`src/rtl/juego_move_scheduler_if.sv`:
```
// Button/handshake bundle between the board, the move scheduler and the game FSM.
// The scheduler uses the slave view; the board/game side uses the master view.
interface juego_move_scheduler_if #(
    parameter int unsigned MOVE_W = 8
);
    logic [3:0]        btn_req;
    logic              start;
    logic              game_over;
    logic              move_done;
    logic [2:0]        move_code;
    logic              move_valid;
    logic              busy;
    logic [MOVE_W-1:0] move_count;
    logic              timeout_err;
    logic [2:0]        state;

    modport master (
        output btn_req, start, game_over, move_done,
        input  move_code, move_valid, busy, move_count, timeout_err, state
    );

    modport slave (
        input  btn_req, start, game_over, move_done,
        output move_code, move_valid, busy, move_count, timeout_err, state
    );
endinterface

```
`src/rtl/juego_move_scheduler.sv`:
```
// Debounces and round-robin arbitrates the direction buttons, then issues one move code
// per press to the game FSM over a valid/done handshake with timeout and new-game control.
module juego_move_scheduler #(
    parameter int unsigned HOLD_CYCLES = 4,
    parameter int unsigned TIMEOUT     = 16,
    parameter int unsigned MOVE_W      = 8
) (
    input  logic                  clk,
    input  logic                  rst,
    juego_move_scheduler_if.slave bus
);

    localparam int unsigned DB_W = (HOLD_CYCLES > 2) ? $clog2(HOLD_CYCLES) : 1;
    localparam int unsigned TO_W = (TIMEOUT > 2) ? $clog2(TIMEOUT) : 1;
    localparam logic [DB_W-1:0] DB_LAST = DB_W'(HOLD_CYCLES - 1);
    localparam logic [TO_W-1:0] TO_LAST = TO_W'(TIMEOUT - 1);

    localparam logic [2:0] CODE_NONE = 3'b000;
    localparam logic [2:0] CODE_NEWG = 3'b101;

    typedef enum logic [2:0] {
        S_IDLE     = 3'd0,
        S_NEWG     = 3'd1,
        S_ARMED    = 3'd2,
        S_ISSUE    = 3'd3,
        S_WAIT_REL = 3'd4,
        S_OVER     = 3'd5
    } state_t;

    state_t            state_q, state_d;
    logic [3:0]        snap_q, snap_d;
    logic [DB_W-1:0]   db_q, db_d;
    logic [TO_W-1:0]   to_q, to_d;
    logic [1:0]        rr_q, rr_d;
    logic [2:0]        code_q, code_d;
    logic              valid_q, valid_d;
    logic              busy_q, busy_d;
    logic [MOVE_W-1:0] count_q, count_d;
    logic              terr_q, terr_d;

    logic [1:0]        grant_idx;
    logic              btn_match;

    // Round-robin pick: first requesting button at or after rr_q, wrapping 3->0
    always_comb begin
        logic       found;
        logic [1:0] cand;
        found     = 1'b0;
        grant_idx = rr_q;
        cand      = rr_q;
        for (int i = 0; i < 4; i++) begin
            cand = rr_q + 2'(i);
            if (!found && bus.btn_req[cand]) begin
                found     = 1'b1;
                grant_idx = cand;
            end
        end
    end

    assign btn_match = (bus.btn_req == snap_q) && (bus.btn_req != 4'd0);

    // Next-state and next-output logic
    always_comb begin
        state_d = state_q;
        snap_d  = snap_q;
        db_d    = db_q;
        to_d    = to_q;
        rr_d    = rr_q;
        code_d  = code_q;
        count_d = count_q;
        terr_d  = terr_q;

        unique case (state_q)
            S_IDLE, S_OVER: begin
                if (bus.start) begin
                    state_d = S_NEWG;
                    code_d  = CODE_NEWG;
                    to_d    = '0;
                end
            end
            S_NEWG: begin
                if (bus.move_done) begin
                    count_d = '0;
                    terr_d  = 1'b0;
                    code_d  = CODE_NONE;
                    state_d = S_WAIT_REL;
                end else if (to_q == TO_LAST) begin
                    terr_d  = 1'b1;
                    code_d  = CODE_NONE;
                    state_d = S_IDLE;
                end else begin
                    to_d = to_q + TO_W'(1);
                end
            end
            S_ARMED: begin
                if (bus.game_over) begin
                    state_d = S_OVER;
                end else if (!btn_match) begin
                    snap_d = bus.btn_req;
                    db_d   = '0;
                end else if (db_q == DB_LAST) begin
                    rr_d    = grant_idx + 2'd1;
                    code_d  = {1'b0, grant_idx} + 3'd1;
                    db_d    = '0;
                    to_d    = '0;
                    state_d = S_ISSUE;
                end else begin
                    db_d = db_q + DB_W'(1);
                end
            end
            S_ISSUE: begin
                // start and game_over are deliberately not looked at until the handshake ends
                if (bus.move_done) begin
                    if (count_q != '1) begin
                        count_d = count_q + MOVE_W'(1);
                    end
                    code_d  = CODE_NONE;
                    state_d = S_WAIT_REL;
                end else if (to_q == TO_LAST) begin
                    terr_d  = 1'b1;
                    code_d  = CODE_NONE;
                    state_d = S_WAIT_REL;
                end else begin
                    to_d = to_q + TO_W'(1);
                end
            end
            S_WAIT_REL: begin
                if (bus.game_over) begin
                    state_d = S_OVER;
                end else if (bus.btn_req == 4'd0) begin
                    snap_d  = 4'd0;
                    db_d    = '0;
                    state_d = S_ARMED;
                end
            end
            default: begin
                code_d  = CODE_NONE;
                state_d = S_IDLE;
            end
        endcase

        valid_d = (state_d == S_NEWG) || (state_d == S_ISSUE);
        busy_d  = (state_d == S_NEWG) || (state_d == S_ISSUE) || (state_d == S_WAIT_REL);
    end

    always_ff @(posedge clk) begin
        if (rst) begin
            state_q <= S_IDLE;
            snap_q  <= 4'd0;
            db_q    <= '0;
            to_q    <= '0;
            rr_q    <= 2'd0;
            code_q  <= CODE_NONE;
            valid_q <= 1'b0;
            busy_q  <= 1'b0;
            count_q <= '0;
            terr_q  <= 1'b0;
        end else begin
            state_q <= state_d;
            snap_q  <= snap_d;
            db_q    <= db_d;
            to_q    <= to_d;
            rr_q    <= rr_d;
            code_q  <= code_d;
            valid_q <= valid_d;
            busy_q  <= busy_d;
            count_q <= count_d;
            terr_q  <= terr_d;
        end
    end

    assign bus.move_code   = code_q;
    assign bus.move_valid  = valid_q;
    assign bus.busy        = busy_q;
    assign bus.move_count  = count_q;
    assign bus.timeout_err = terr_q;
    assign bus.state       = state_q;

endmodule

```
`src/flat_wrapper.sv`:
```
// flat-port wrapper written by rule: the top's interface ports become plain ports
module juego_move_scheduler_flat 
#(
    parameter int unsigned HOLD_CYCLES = 4,
    parameter int unsigned TIMEOUT     = 16,
    parameter int unsigned MOVE_W      = 8
)
  (clk, rst, bus_btn_req, bus_start, bus_game_over, bus_move_done, bus_move_code, bus_move_valid, bus_busy, bus_move_count, bus_timeout_err, bus_state);
  juego_move_scheduler_if #(.MOVE_W(MOVE_W)) bus_i ();
  input  logic clk;
  input  logic rst;
  input wire logic [$bits(bus_i.btn_req)-1:0] bus_btn_req;
  input wire logic [$bits(bus_i.start)-1:0] bus_start;
  input wire logic [$bits(bus_i.game_over)-1:0] bus_game_over;
  input wire logic [$bits(bus_i.move_done)-1:0] bus_move_done;
  output wire logic [$bits(bus_i.move_code)-1:0] bus_move_code;
  output wire logic [$bits(bus_i.move_valid)-1:0] bus_move_valid;
  output wire logic [$bits(bus_i.busy)-1:0] bus_busy;
  output wire logic [$bits(bus_i.move_count)-1:0] bus_move_count;
  output wire logic [$bits(bus_i.timeout_err)-1:0] bus_timeout_err;
  output wire logic [$bits(bus_i.state)-1:0] bus_state;
  assign bus_i.btn_req = bus_btn_req;
  assign bus_i.start = bus_start;
  assign bus_i.game_over = bus_game_over;
  assign bus_i.move_done = bus_move_done;
  assign bus_move_code = bus_i.move_code;
  assign bus_move_valid = bus_i.move_valid;
  assign bus_busy = bus_i.busy;
  assign bus_move_count = bus_i.move_count;
  assign bus_timeout_err = bus_i.timeout_err;
  assign bus_state = bus_i.state;
  juego_move_scheduler #(.HOLD_CYCLES(HOLD_CYCLES), .TIMEOUT(TIMEOUT), .MOVE_W(MOVE_W)) u_core (.clk(clk), .rst(rst), .bus(bus_i));
endmodule
```
`config.mk`:
```
export PLATFORM = sky130hd
export DESIGN_NAME = juego_move_scheduler_flat
export DESIGN_NICKNAME = d
export VERILOG_FILES = /design/src/rtl/juego_move_scheduler_if.sv /design/src/rtl/juego_move_scheduler.sv /design/src/flat_wrapper.sv
export SDC_FILE = /design/constraint.sdc
export NUM_CORES = 1
export LEC_CHECK = 0
export BUFFER_PORTS_ARGS = -buffer_cell sky130_fd_sc_hd__buf_4
export CORE_MARGIN = 2
export CORE_UTILIZATION = 35
export DETAILED_ROUTE_END_ITERATION = 16
export PLACE_DENSITY = 0.61
export SLEW_MARGIN = 30
export SYNTH_ARGS = -nofsm -noshare
export SYNTH_HDL_FRONTEND = slang
export SYNTH_SLANG_ARGS = --single-unit
export TNS_END_PERCENT = 20
```
`constraint.sdc`:
```
create_clock -name clk -period 1.6 [get_ports clk]
set_clock_uncertainty 0.05 [all_clocks]
set_input_delay 0.08 -clock clk [delete_from_list [all_inputs] [get_ports clk]]
set_output_delay 0.08 -clock clk [all_outputs]
set_load 0.02 [all_outputs]
```
Yosys cells after proc, flatten, opt, wreduce, memory -nomap -nowiden
Cells that the tools add are included.
{ "word_totals": {"word_cells": 132, "register_bits": 29, "inputBits": 9} }
{ "op_classes": {"order_cmp": 4, "bitwise_logic": 2, "mux": 58, "n_addsub": 8, "reduce_logical": 24, "n_eq_ne": 26} }
{ "ops": {"columns": ["op", "count"], "rows": [
  ["3-bit 2-to-1 mux", 16],
  ["4-bit 2-to-1 mux", 10],
  ["8-bit 2-to-1 mux", 3],
  ["2-bit inequality test, second input constant", 9],
  ["2-bit 2-to-1 mux", 8],
  ["8-bit one-hot mux with 2 select lines", 1],
  ["3-bit one-hot mux with 5 select lines", 1],
  ["2-bit by 3-bit less-than comparator with 1-bit output, second input constant", 4],
  ["3-bit one-hot mux with 4 select lines", 1],
  ["4-bit one-hot mux with 3 select lines", 1],
  ["4-bit AND reduction", 3],
  ["1-bit 2-to-1 mux", 10],
  ["3-bit by 2-bit == test with 1-bit output, second input constant", 3],
  ["3-bit == test, second input constant", 3],
  ["8-bit by 1-bit adder with 8-bit output, second input constant", 1],
  ["1-bit binary-select mux with 2-bit select", 4],
  ["2-bit by 1-bit inequality test with 1-bit output, second input constant", 4],
  ["8-bit inequality test, second input constant", 1],
  ["4-bit one-hot mux with 2 select lines", 1],
  ["7-bit AND reduction", 1],
  ["2-bit by 1-bit adder with 2-bit output, second input constant", 3],
  ["3-bit by 1-bit == test with 1-bit output, second input constant", 2],
  ["6-bit AND reduction", 1],
  ["5-bit AND reduction", 1],
  ["other kinds (20)", 30]
]} }

Depth between registers and ports, before layout
{ "logic_depth": {"depth_word": 17, "mapped_depth": 10, "mapped_depth_nobuf": 9} }

Worst setup path after synthesis
OpenSTA, ideal clock, no wires.
{ "synth_timing": {"path_type": "reg2reg", "start": "register u_core.state_q[2] (netlist: u_core.bus.state[2])", "end": "register u_core.code_q[1] (netlist: u_core.bus.move_code[1])", "stages_incl_launch_ff": 7, "path_buffers": 1, "setup_ns": 0.059, "path_slack_ns": -0.177, "arrival_ns": 1.668, "period_less_slack_ns": 1.777, "t_required_ns": 1.491, "cell_sequence": "dfxtp_1 > buf_2 > nor3b_2 > o21ai_0 > o211ai_1 > or4b_1 > nand2_1"} }
{ "synth_via": {"elab_chain_cells": 4, "word_cells_on_any_way": 16, "classes_between": "eq/ne (10); mux (1); bitwise (1); reduce/logical (4)"} }
{ "synth_lines": {"columns": ["item", "line_no", "rtl"], "rows": [
  ["start: declaration", "juego_move_scheduler.sv:30", "state_t state_q, state_d;"],
  ["start signal: assignment", "juego_move_scheduler.sv:159", "state_q <= state_d;"],
  ["3-bit by 1-bit == test with 1-bit output, or another cell as far along", "juego_move_scheduler.sv:73", "unique case (state_q)"],
  ["2-bit OR reduction (on tied branches)", null, null],
  ["3-bit by 1-bit inequality test with 1-bit output (no source line) / 2-bit inequality test (equally long branches)", null, null],
  ["6-bit AND reduction (no source line)", null, null],
  ["end signal: assignment", "juego_move_scheduler.sv:164", "code_q <= code_d;"],
  ["end: declaration", "juego_move_scheduler.sv:35", "logic [2:0] code_q, code_d;"]
]} }
Several ways; a longest one is shown, not always the timed one.
A chain may end at the register's enable or synchronous reset.

Final worst setup path
{ "layout_timing": {"start": "register u_core.rr_q[1]", "end": "register u_core.rr_q[1]"} }
{ "layout_via": {"elab_chain_cells": 13, "word_cells_on_any_way": 24, "classes_between": "add/sub (4); mux (14); reduce/logical (6)"} }
{ "layout_lines": {"columns": ["item", "line_no", "rtl"], "rows": [
  ["start: declaration", "juego_move_scheduler.sv:34", "logic [1:0] rr_q, rr_d;"],
  ["start signal: assignment", "juego_move_scheduler.sv:163", "rr_q <= rr_d;"],
  ["branches (longest 11 deep; another with 2-bit by 1-bit adder with 2-bit output)", null, null],
  ["2-bit 2-to-1 mux (*)", "juego_move_scheduler.sv:53", "if (!found && bus.btn_req[cand]) begin"],
  ["2-bit by 1-bit adder with 2-bit output (*)", "juego_move_scheduler.sv:102", "rr_d = grant_idx + 2'd1;"]
]} }
Every way passes the cells marked *. The select of a mux whose other input is x is not followed.

==> results_tabular.tex <==
\begin{tabular}{lr}
\hline
Metric & Value \\
\hline
\multicolumn{2}{l}{\textbf{Worst setup path}} \\
Largest fanout on the critical path & 4 \\
CP Class & flip-flop to flip-flop \\
Data arrival, critical path & 1.88 ns \\
Crit. End Element & flip-flop \\
Sort of element at the start of the critical path & flip-flop \\
Endpoint required time on the critical path & 1.77 ns \\
\multicolumn{2}{l}{\textbf{STA}} \\
Worst slew margin & 73.3\% \\
Transition time of the tightest slew-check pin & approximately 0.40 ns \\
Unrepaired setup endpoints after global routing & yes \\
Minimum clock period & 1.71 ns \\
Final period util & 107\% \\
Total setup violations reported at the end of the flow & 4 \\
Max Transition Viols Final & 0 \\
Post-route setup slack & -0.105 ns \\
Sum of negative setup slack & -0.228 ns \\
Highest achievable clock rate & 0.586 GHz \\
Final hold vios & 0 \\
\multicolumn{2}{l}{\textbf{Finish}} \\
Most common library cell in the layout ignoring fill and taps & sky130\_fd\_sc\_hd\_\_buf\_4 \\
Utilization after layout & 50.6\% \\
Final \#Nets & 300 \\
Top library cells by usage in the layout, fill and taps aside & 71 x sky130\_fd\_sc\_hd\_\_buf\_4, 25 x sky130\_fd\_sc\_hd\_\_dfxtp\_1, 20 x sky130\_fd\_sc\_hd\_\_nor2\_1 \\
Layout cells sized above 1 & 41.0\% \\
Total inserted antenna cells & 0 \\
Area Overhead vs Synth & 40.6\% \\
Final instance count without filler cells & 358 \\
\multicolumn{2}{l}{\textbf{Die}} \\
Effective utilization at floorplan & 36.0\% \\
Cell row count & 26 \\
Core area & $\sim$0.005 sq mm \\
Die Y & roughly 76 um \\
Die span in x & 76.0 um \\
Number of primary I/O pins & 26 \\
Die Area & 0.00577 sq mm \\
\multicolumn{2}{l}{\textbf{CTS}} \\
Worst-skew pair later-pin latency & around 0.28 ns \\
Clock tree from TritonCTS & done \\
Number of buffers inserted during clock tree synthesis & 5 \\
Hold buffer count at cts & 0 \\
Clock slew at reported path FFs & 0.07 ns \\
Maximum clock path buffer count & 2 \\
CTS H-tree depth & 2 \\
Clock root cell & sky130\_fd\_sc\_hd\_\_clkbuf\_8 \\
Number of sinks driven by the clock tree & 29 \\
\multicolumn{2}{l}{\textbf{Power}} \\
Internal portion of total power & 1.26 mW \\
Clock share of power & 33.2\% \\
P per Cell Area & 710 mW/mm\^{}2 \\
Power dissipated by switching net loads & 556 uW \\
Share of power burned in registers & $\sim$43\% \\
Share of power burned in combinational logic & 24.0\% \\
Max IR drop VDD & 0.342 mV \\
Leakage power figure & roughly 1.1 nW \\
Switch share & 30.7\% \\
\multicolumn{2}{l}{\textbf{Detailed routing}} \\
Via count normalized by instance count & roughly 4.9 \\
Final Routed Wirelength & 4460 um \\
Via count of the routed design & about 1800 \\
Router iterations before antenna repair & 4 \\
Detail-routed net length per standard cell & 12.5 um \\
Number of violations reported at the end of detailed-routing iteration 0 & 58 \\
DRC errors left & 0 \\
Post-detailed-route count of antenna-violating nets & 0 \\
\multicolumn{2}{l}{\textbf{Placement}} \\
Detailed Place HPWL & 3310 um \\
Routability Congestion & 0.806 \\
Placed Cells incl. Taps & approximately 350 \\
IO buf count & 25 \\
\multicolumn{2}{l}{\textbf{Logic synthesis}} \\
Number of enable flip-flop cells after synthesis & 0 \\
Flip-flop and latch count after synthesis & 29 \\
Yosys Warn Count & 0 \\
Synthesized netlist net count & 233 \\
Post-synthesis instance total & 220 \\
Ys async rst share & 0\% \\
Cell Area, Synth & $\sim$0.0018 sq mm \\
Mean Syn Cell Area & slightly above 8 sq um \\
Cell variety after synth & 55 \\
Post-synthesis sequential area ratio & 32.0\% \\
Most used flip-flop cell after synthesis & sky130\_fd\_sc\_hd\_\_dfxtp\_1 \\
\multicolumn{2}{l}{\textbf{Min path}} \\
Worst min-delay path class & primary input to flip-flop \\
\multicolumn{2}{l}{\textbf{Global route}} \\
Overall routing resource usage & 15.9\% \\
Vias in the first global route & 1715 \\
First-pass GRT wire length & 7690 um \\
Sum of overflow across all layers after global routing & 0 \\
Maximum number of pins on one net before global-route repair & 29 \\
Initial antenna violation count & 0 \\
\multicolumn{2}{l}{\textbf{Outcome}} \\
Result of the run & finished with violations \\
Violated checks & setup timing \\
\multicolumn{2}{l}{\textbf{Flow run}} \\
Max Cap Viol & 0 \\
\hline
\end{tabular}
==> per-stage QoR <==
step                hold WS, ns  total power [mW]  setup slack (ns)  instance area [sq um]
finish                   0.0775              1.81            -0.105                   2550
global route             0.0905              1.91            -0.159                   2550
CTS                      0.0689              1.81            -0.108                   2480
detailed placement        0.374              1.20            -0.141                   2370
global placement          0.374              1.20           -0.0966                   2370
floorplan                 0.174              1.03           -0.0567                   1870
==> cell usage after synthesis, types with 5 or more instances <==
library cell               count  share of area (%)
sky130_fd_sc_hd__dfxtp_1      29                 32
sky130_fd_sc_hd__a21oi_1      17                4.7
sky130_fd_sc_hd__nand2_1      16                3.3
sky130_fd_sc_hd__nor3_1        5                1.4
sky130_fd_sc_hd__and2b_2       5                2.4
sky130_fd_sc_hd__o21ai_0      19                5.2
sky130_fd_sc_hd__xor2_1        5                2.4
sky130_fd_sc_hd__nor2b_1       8                2.8
sky130_fd_sc_hd__nand2b_1      5                1.7
sky130_fd_sc_hd__o41ai_1       6                2.9
sky130_fd_sc_hd__inv_1         9                1.9
sky130_fd_sc_hd__nor2_1       22                4.6
==> power groups by stage <==
stage               combinational (mW)  sequential [mW]  clock (mW)
floorplan                        0.217            0.816           0
global placement                 0.405            0.792           0
detailed placement               0.408            0.792           0
CTS                              0.416            0.776       0.616
global route                     0.475            0.782       0.655
finish                           0.434            0.776       0.601
==> layer usage <==
metal	track usage [%]	vias up	part of all wire (%)
met5	0	-	0
met4	2.18	0	0.43
met3	4.50	3	3.5
met2	27.4	25	49
met1	20.4	806	47
li1	-	927	-
==> repair_timing <==
item | in CTS | in global routing
pin swaps | 2 | 6
setup buffers | 0 | 2
gates resized for setup | 10 | 13
endpoints found under the setup margin | 9 | 19
==> critical path, stage by stage, from the launching register on <==
cell                       delay [ns]
sky130_fd_sc_hd__dfxtp_2         0.34
sky130_fd_sc_hd__nand2b_4        0.14
sky130_fd_sc_hd__o21a_1          0.11
sky130_fd_sc_hd__o211a_1         0.22
sky130_fd_sc_hd__ha_1            0.26
sky130_fd_sc_hd__or4b_4          0.46
sky130_fd_sc_hd__nand2_1         0.07
==> final timing paths <==
kind                                    start  depth (start not counted)                             endpoint  slack [ns]
setup / recovery  u_core.rr_q[1]$_SDFFE_PP0P_                          6          u_core.rr_q[1]$_SDFFE_PP0P_       -0.11
hold / removal                  bus_move_done                          3  u_core.bus.timeout_err$_SDFFE_PP0P_        0.08
setup reg to reg  u_core.rr_q[1]$_SDFFE_PP0P_                          6          u_core.rr_q[1]$_SDFFE_PP0P_       -0.11
hold reg to reg   u_core.db_q[1]$_SDFFE_PP0P_                          2          u_core.db_q[1]$_SDFFE_PP0P_        0.41
==> kinds of logic after synthesis <==
group | after synthesis | share of synthesized area, %
XOR/XNOR | 8 | 3.86
flip-flops | 29 | 32.0
adder cells (fa/ha/maj) | 5 | 3.31
AND/OR/NAND/NOR | 94 | 30.4
multiplexers | 1 | 0.552
AO/OA/AOI/OAI | 63 | 22.6
buffers and inverters | 20 | 7.25
==> area by class of cell <==
type,count,area (sq um)
clock buffers,5,68.8
clock inverters,3,17.5
fillers,509,2490
inverters,9,33.8
multi-input cells,171,1220
flip-flops and latches,29,593
well taps,70,87.6
repair buffers,71,533
==> sequential cells by signal, indices dropped and copies added (netlist names) <==
| signal | flops |
|---|---|
| u_core.snap_q | 4 |
| u_core.bus.move_valid | 1 |
| u_core.rr_q | 2 |
| u_core.to_q | 4 |
| u_core.bus.busy | 1 |
| u_core.bus.state | 3 |
| u_core.db_q | 2 |
| u_core.bus.timeout_err | 1 |
| u_core.bus.move_count | 8 |
| u_core.bus.move_code | 3 |
(Power assumes the default switching activity.)
